**config.mk**
```make
export PLATFORM = sky130hd
export DESIGN_NAME = wb_interconnect_2m1s
export DESIGN_NICKNAME = d
export VERILOG_FILES = /design/src/rtl/wb_pkg.sv /design/src/rtl/wb_rr_arb2.sv /design/src/rtl/wb_interconnect_2m1s.sv
export SDC_FILE = /design/constraint.sdc
export NUM_CORES = 1
export LEC_CHECK = 0
export ABC_AREA = 0
export BUFFER_PORTS_ARGS = -buffer_cell sky130_fd_sc_hd__buf_2
export CAP_MARGIN = 5
export CORE_AREA = 5 5 135 137
export CTS_BUF_LIST = sky130_fd_sc_hd__clkbuf_4
export DETAILED_ROUTE_END_ITERATION = 10
export DIE_AREA = 0 0 140 142
export SYNTH_ARGS = -nofsm -noshare
export SYNTH_HDL_FRONTEND = slang
export SYNTH_HIERARCHICAL = 1
export SYNTH_SLANG_ARGS = --single-unit
```
**constraint.sdc**
```tcl
create_clock -name clk -period 2.6 [get_ports clk]
set_input_delay 0.39 -clock clk [delete_from_list [all_inputs] [get_ports clk]]
set_output_delay 0.39 -clock clk [all_outputs]
set_load 0.02 [all_outputs]
```
**src/rtl/wb_pkg.sv**
```systemverilog
// Shared widths, grant-state encoding and request bundle for the
// two-master Wishbone interconnect.
package wb_pkg;

  localparam int WB_DW  = 32;
  localparam int WB_AW  = 32;
  localparam int WB_BLW = 10;

  typedef enum logic [1:0] {
    ST_IDLE = 2'd0,
    ST_GNT0 = 2'd1,
    ST_GNT1 = 2'd2
  } wb_gnt_state_e;

  // Master request bundle at the default widths.
  typedef struct packed {
    logic [WB_DW-1:0]   dat;
    logic [WB_AW-1:0]   adr;
    logic [WB_DW/8-1:0] sel;
    logic [WB_BLW-1:0]  bl;
    logic               bry;
    logic               we;
    logic               cyc;
    logic               stb;
  } wb_req_t;

endpackage

```
**src/rtl/wb_rr_arb2.sv**
```systemverilog
// Registered two-requester round-robin arbiter; a grant is held until its
// owner drops the request, then one IDLE cycle precedes the next grant.
//
//   state   | meaning
//   IDLE    | no owner, slave side quiet; pick next owner from req
//   GNT0    | master 0 owns the slave until req[0] falls
//   GNT1    | master 1 owns the slave until req[1] falls
module wb_rr_arb2
  import wb_pkg::*;
(
  input  logic       clk,
  input  logic       reset,
  input  logic [1:0] req,
  output logic [1:0] gnt,
  output logic       last
);

  wb_gnt_state_e state;

  always_ff @(posedge clk) begin
    if (reset) begin
      state <= ST_IDLE;
      gnt   <= 2'b00;
      last  <= 1'b1;
    end else begin
      unique case (state)
        ST_IDLE: begin
          // On a tie the master that was not granted most recently wins.
          if (req[0] && (!req[1] || last)) begin
            state <= ST_GNT0;
            gnt   <= 2'b01;
          end else if (req[1]) begin
            state <= ST_GNT1;
            gnt   <= 2'b10;
          end
        end
        ST_GNT0: begin
          if (!req[0]) begin
            state <= ST_IDLE;
            gnt   <= 2'b00;
            last  <= 1'b0;
          end
        end
        ST_GNT1: begin
          if (!req[1]) begin
            state <= ST_IDLE;
            gnt   <= 2'b00;
            last  <= 1'b1;
          end
        end
        default: begin
          state <= ST_IDLE;
          gnt   <= 2'b00;
        end
      endcase
    end
  end

endmodule

```
**src/rtl/wb_interconnect_2m1s.sv**
```systemverilog
// Two-master, one-slave Wishbone interconnect: request mux toward the slave
// and response routing back to the granted master only.
module wb_interconnect_2m1s
  import wb_pkg::*;
#(
  parameter int DW  = WB_DW,
  parameter int AW  = WB_AW,
  parameter int BLW = WB_BLW
) (
  input  logic            clk,
  input  logic            reset,

  input  logic [DW-1:0]   m0_wbd_dat_i,
  input  logic [AW-1:0]   m0_wbd_adr_i,
  input  logic [DW/8-1:0] m0_wbd_sel_i,
  input  logic [BLW-1:0]  m0_wbd_bl_i,
  input  logic            m0_wbd_bry_i,
  input  logic            m0_wbd_we_i,
  input  logic            m0_wbd_cyc_i,
  input  logic            m0_wbd_stb_i,
  output logic [DW-1:0]   m0_wbd_dat_o,
  output logic            m0_wbd_ack_o,
  output logic            m0_wbd_lack_o,
  output logic            m0_wbd_err_o,

  input  logic [DW-1:0]   m1_wbd_dat_i,
  input  logic [AW-1:0]   m1_wbd_adr_i,
  input  logic [DW/8-1:0] m1_wbd_sel_i,
  input  logic [BLW-1:0]  m1_wbd_bl_i,
  input  logic            m1_wbd_bry_i,
  input  logic            m1_wbd_we_i,
  input  logic            m1_wbd_cyc_i,
  input  logic            m1_wbd_stb_i,
  output logic [DW-1:0]   m1_wbd_dat_o,
  output logic            m1_wbd_ack_o,
  output logic            m1_wbd_lack_o,
  output logic            m1_wbd_err_o,

  input  logic [DW-1:0]   s_wbd_dat_i,
  input  logic            s_wbd_ack_i,
  input  logic            s_wbd_lack_i,
  output logic [DW-1:0]   s_wbd_dat_o,
  output logic [AW-1:0]   s_wbd_adr_o,
  output logic [DW/8-1:0] s_wbd_sel_o,
  output logic [BLW-1:0]  s_wbd_bl_o,
  output logic            s_wbd_bry_o,
  output logic            s_wbd_we_o,
  output logic            s_wbd_cyc_o,
  output logic            s_wbd_stb_o
);

  // Same layout as wb_req_t, sized by this instance's parameters.
  typedef struct packed {
    logic [DW-1:0]   dat;
    logic [AW-1:0]   adr;
    logic [DW/8-1:0] sel;
    logic [BLW-1:0]  bl;
    logic            bry;
    logic            we;
    logic            cyc;
    logic            stb;
  } req_t;

  req_t       m0_req;
  req_t       m1_req;
  req_t       s_req;
  logic [1:0] gnt;
  logic       last_unused;

  wb_rr_arb2 u_arb (
    .clk   (clk),
    .reset (reset),
    .req   ({m1_wbd_cyc_i, m0_wbd_cyc_i}),
    .gnt   (gnt),
    .last  (last_unused)
  );

  assign m0_req = '{dat: m0_wbd_dat_i, adr: m0_wbd_adr_i, sel: m0_wbd_sel_i,
                    bl: m0_wbd_bl_i, bry: m0_wbd_bry_i, we: m0_wbd_we_i,
                    cyc: m0_wbd_cyc_i, stb: m0_wbd_stb_i};
  assign m1_req = '{dat: m1_wbd_dat_i, adr: m1_wbd_adr_i, sel: m1_wbd_sel_i,
                    bl: m1_wbd_bl_i, bry: m1_wbd_bry_i, we: m1_wbd_we_i,
                    cyc: m1_wbd_cyc_i, stb: m1_wbd_stb_i};

  // Nothing reaches the slave while no grant is held.
  always_comb begin
    s_req = '0;
    if (gnt[0]) begin
      s_req = m0_req;
    end else if (gnt[1]) begin
      s_req = m1_req;
    end
  end

  assign s_wbd_dat_o = s_req.dat;
  assign s_wbd_adr_o = s_req.adr;
  assign s_wbd_sel_o = s_req.sel;
  assign s_wbd_bl_o  = s_req.bl;
  assign s_wbd_bry_o = s_req.bry;
  assign s_wbd_we_o  = s_req.we;
  assign s_wbd_cyc_o = s_req.cyc;
  assign s_wbd_stb_o = s_req.stb;

  // Responses are combinational; a stale slave ack during IDLE goes nowhere.
  assign m0_wbd_dat_o  = gnt[0] ? s_wbd_dat_i  : '0;
  assign m0_wbd_ack_o  = gnt[0] ? s_wbd_ack_i  : 1'b0;
  assign m0_wbd_lack_o = gnt[0] ? s_wbd_lack_i : 1'b0;
  assign m1_wbd_dat_o  = gnt[1] ? s_wbd_dat_i  : '0;
  assign m1_wbd_ack_o  = gnt[1] ? s_wbd_ack_i  : 1'b0;
  assign m1_wbd_lack_o = gnt[1] ? s_wbd_lack_i : 1'b0;

  assign m0_wbd_err_o = 1'b0;
  assign m1_wbd_err_o = 1'b0;

endmodule

```
-- After elaboration in Yosys (flattened, before gate mapping)
Index checks and enable logic that the tools add are counted.
- input bits: 200
- output and inout port bits: 152
- register bits: 3
- logic and storage cells: 30
- mux-type cells: 16
- equality and inequality tests: 5
- reduce and logical (&&, ||, !) cells: 7
- operators with widths (operator ; number):
    82-bit 2-to-1 mux ; 2
    32-bit 2-to-1 mux ; 2
    2-bit 2-to-1 mux ; 4
    1-bit 2-to-1 mux ; 6
    2-bit case mux with 3 select lines ; 1
    3-bit AND reduction ; 2
    2-bit inequality test, second input constant ; 2
    3-bit by 2-bit inequality test with 1-bit output, second input constant ; 1
    2-bit by 1-bit equality test with 1-bit output, second input constant ; 1
    2-bit equality test, second input constant ; 1
    2-bit logical NOT ; 1
    1-bit case mux with 2 select lines ; 1
    2-bit nonzero test ; 1
    1-bit logical AND ; 1
    1-bit logical NOT ; 1
    1-bit logical OR ; 1

-- Logic depth before layout (Yosys ltp)
- depth in word-level cells: 5
- mapped depth: 5
- gate-level depth less buffers: 2

-- Modules after synthesis
The synthesis kept the hierarchy.
- by module, submodules not included (module ; area each (µm²) ; instances ; cells each ; sequential area each (µm²)):
    wb_interconnect_2m1s ; 1375.1 ; 1 ; 184 ; 0.0
    wb_rr_arb2 ; 128.9 ; 1 ; 11 ; 60.1

-- Least setup slack after synthesis
Ideal clock, no wire load.
- kind: register -> output
- start: register, netlist name u_arb/state[0]
- end: output port s_wbd_dat_o[29]
- stages on the path, launching flop included: 4
- slack: 1024 ps
- buffers on the path: 2
- data arrival time: 1186 ps
- data required time: 2210 ps
- path through: dfxtp_1 > buf_4 > clkbuf_1 > o21ai_0
- RTL lines (element ; line ; RTL):
    end, declared ; wb_interconnect_2m1s.sv:42 ; output logic [DW-1:0] s_wbd_dat_o,

==> results.sh <==
export IMPL_outcome="complete, no violations"
export IMPL_routed_wl_um=9830
export IMPL_synth_simple_gate_area_frac=0.344
export IMPL_rows=48
export IMPL_cts_resized=0
export IMPL_holdPathEnd="u_arb/state[0]"
export IMPL_relSlewSlack=0.526
export IMPL_vias=2792
export IMPL_cp_max_fo=53
export IMPL_cp_arrival_ps=1890
export IMPL_fp_dieH_um=142
export IMPL_drv_slew=0
export IMPL_io_buffer_count=349
export IMPL_synth_fa_ha_area_frac=0
export IMPL_final_area_um2=3410
export IMPL_syn_inst=195
export IMPL_dpl_cell_count=745
export IMPL_reg2reg_depth=3
export IMPL_routed_via_density=3.73
export IMPL_grt_overflow=0
export IMPL_placed_area_um2=3380
export IMPL_p_leak_nw=2.14
export IMPL_cts_tree="done"
export IMPL_cp_data_required_time_ps=2210
export IMPL_yosys_register_bits=3
export IMPL_r2r_end="u_arb/state[0]"
export IMPL_cap_violations=0
export IMPL_synth_compound_area_share=0.476
export IMPL_ir_drop_mv=0.102
export IMPL_power_density_nw_per_um2=222
export IMPL_min_path_type="input pin to flip-flop"
export IMPL_fin_setup_tns_ps=0
export IMPL_yosysSeqAreaShare=0.0399
export IMPL_finalCriticalPeriod_ps=2280
export IMPL_clock_latency_ps=240
export IMPL_fin_skew_ps=3.42
export IMPL_fmax_ghz=0.439
export IMPL_cts_buffers=3
export IMPL_finalCritPeriodShare=0.876
export IMPL_dr_first_iter_drc_count=89
export IMPL_ant_nets=0
export IMPL_instances_no_fill=749
export IMPL_dp_hpwl_um=8180
export IMPL_netlist_area_um2=1500
export IMPL_fillers=1906
export IMPL_clockBufferDepth=2
export IMPL_num_io_pins=352
export IMPL_worst_setup_path_type="flip-flop to primary output"
export IMPL_dr_pass1_iters=5
export IMPL_cts_sinks=3
export IMPL_drc=0
export IMPL_synth_area_leaders="a22o_1, and2_1, buf_6"
export IMPL_cts_clk_slew_worst_paths_ps=40
export IMPL_synth_top_area_share=0.466
export IMPL_min_from="reset"
export IMPL_async_flop_share=0
export IMPL_area_growth_pct=127
export IMPL_synth_flop_cell="dfxtp_1"
export IMPL_grt_pass1_vias=2559
export IMPL_setup_viol=0
export IMPL_synth_warnings=6
export IMPL_grt_pass1_wl_um=13700
export IMPL_num_nets_final=725
export IMPL_grt_setup_unrepaired="no"
export IMPL_cts_hold_buf=0
export IMPL_ys_types=18
export IMPL_diodes=0
export IMPL_die_width_um=140
export IMPL_synth_edf_count=0
export IMPL_synth_mux_area_frac=0
export IMPL_start_util=0.0888
export IMPL_syn_area_per_cell_um2=7.71
export IMPL_rr_startpoint="u_arb/state[0]"
export IMPL_regToRegSetupSlack_ps=1380
export IMPL_antenna_found_initial=1
export IMPL_gp_congestion=0.813
export IMPL_synth_top_family_by_area="compound AO/OA/AOI/OAI gates"
export IMPL_hold_viol=0
export IMPL_synth_top_cell_by_area="a22o_1"
export IMPL_end_kind="primary output"
export IMPL_cts_max_level=1
export IMPL_cts_root_buf="clkbuf_4"
export IMPL_grt_max_degree=123
export IMPL_multi_input_area_um2=1240
export IMPL_tightest_slew_ps=710
export IMPL_drive_gt1_frac=0.685
export IMPL_regArea_um2=63.8
export IMPL_core_area_um2=16900
export IMPL_post_drt_wl_per_cell_um=13.1
export IMPL_track_usage=0.0826
export IMPL_worstSetupStartpointType="flip-flop"
export IMPL_die_area_um2=19900
export IMPL_min_path_cells=2
export IMPL_synth_xor_area_frac=0
export IMPL_post_cts_setup_buffers=0
-- sequential cells by signal (all words and copies together) (netlist names) --
register     flops
u_arb/last       1
u_arb/state      2
-- critical path, stage by stage (launching register included) --
cell and delay, ps:
dfxtp_4 350, nor2b_4 570, buf_12 320, a22o_1 200, buf_2 180
-- how the worst max path moves through the flow --
stage                               from               to  slack, ps  cells past startpoint
final                     u_arb/state[0]   s_wbd_sel_o[0]        320                      4
after global routing      u_arb/state[1]   s_wbd_sel_o[0]        160                      4
after global placement    u_arb/state[0]   s_wbd_sel_o[0]        600                      4
after detailed placement  u_arb/state[1]   s_wbd_sel_o[0]        540                      4
after floorplan           u_arb/state[0]  s_wbd_dat_o[29]       1020                      3
after CTS                 u_arb/state[0]   s_wbd_sel_o[0]        280                      4
-- synth_stat cells (3+ instances only) --
library cell,number
buf_6,10
a22o_1,80
and2_1,68
clkbuf_1,5
nand2_1,4
buf_4,4
buf_2,9
dfxtp_1,3
o21ai_0,3
-- area by class of cell --
cell class | instances | area share
clock buffers | 4 | 0.00880
multi-input cells | 165 | 0.364
flip-flops and latches | 3 | 0.0187
well taps | 225 | 0.0825
repair buffers | 352 | 0.526
-- cell usage in the layout, fill, tap and decap left out, types with 2 or more instances in the layout --
cell,n
a22o_1,80
and2_1,68
buf_12,2
buf_2,349
clkbuf_4,4
conb_1,2
dfxtp_1,2
nand2_1,4
o21ai_0,3
-- metal layers --
| metal | track usage | wire (µm) |
|---|---|---|
| met2 | 0.147 | 5000 |
| met3 | 0.0225 | 903 |
| met5 | 0 | 7 |
| met4 | 0.0133 | 72 |
| met1 | 0.102 | 3840 |
-- stage by stage --
step | total power, mW | utilization | hold slack [ps] | setup slack [ps]
2_1_floorplan | 0.388 | - | 464 | 1020
3_3_place_gp | 0.662 | 0.200 | 513 | 602
3_5_place_dp | 0.666 | 0.200 | 522 | 541
4_1_cts | 0.766 | 0.201 | 350 | 279
5_1_grt | 0.816 | 0.201 | 356 | 161
6_report | 0.756 | 0.201 | 360 | 323
-- where the power goes --
part / switching [mW] / internal (mW) / leakage [nW]
Sequential: 0.00232 / 0.0484 / 0.0253
Combinational: 0.340 / 0.270 / 2.09
Clock: 0.0271 / 0.0681 / 0.0184
-- kinds of logic after synthesis --
family	count (synthesis)
other	1
and+or+nand+nor	80
DFF	3
buffers and inverters	28
AOI/OAI and AO/OA	83
No activity file was read; power rests on OpenSTA's default activity.
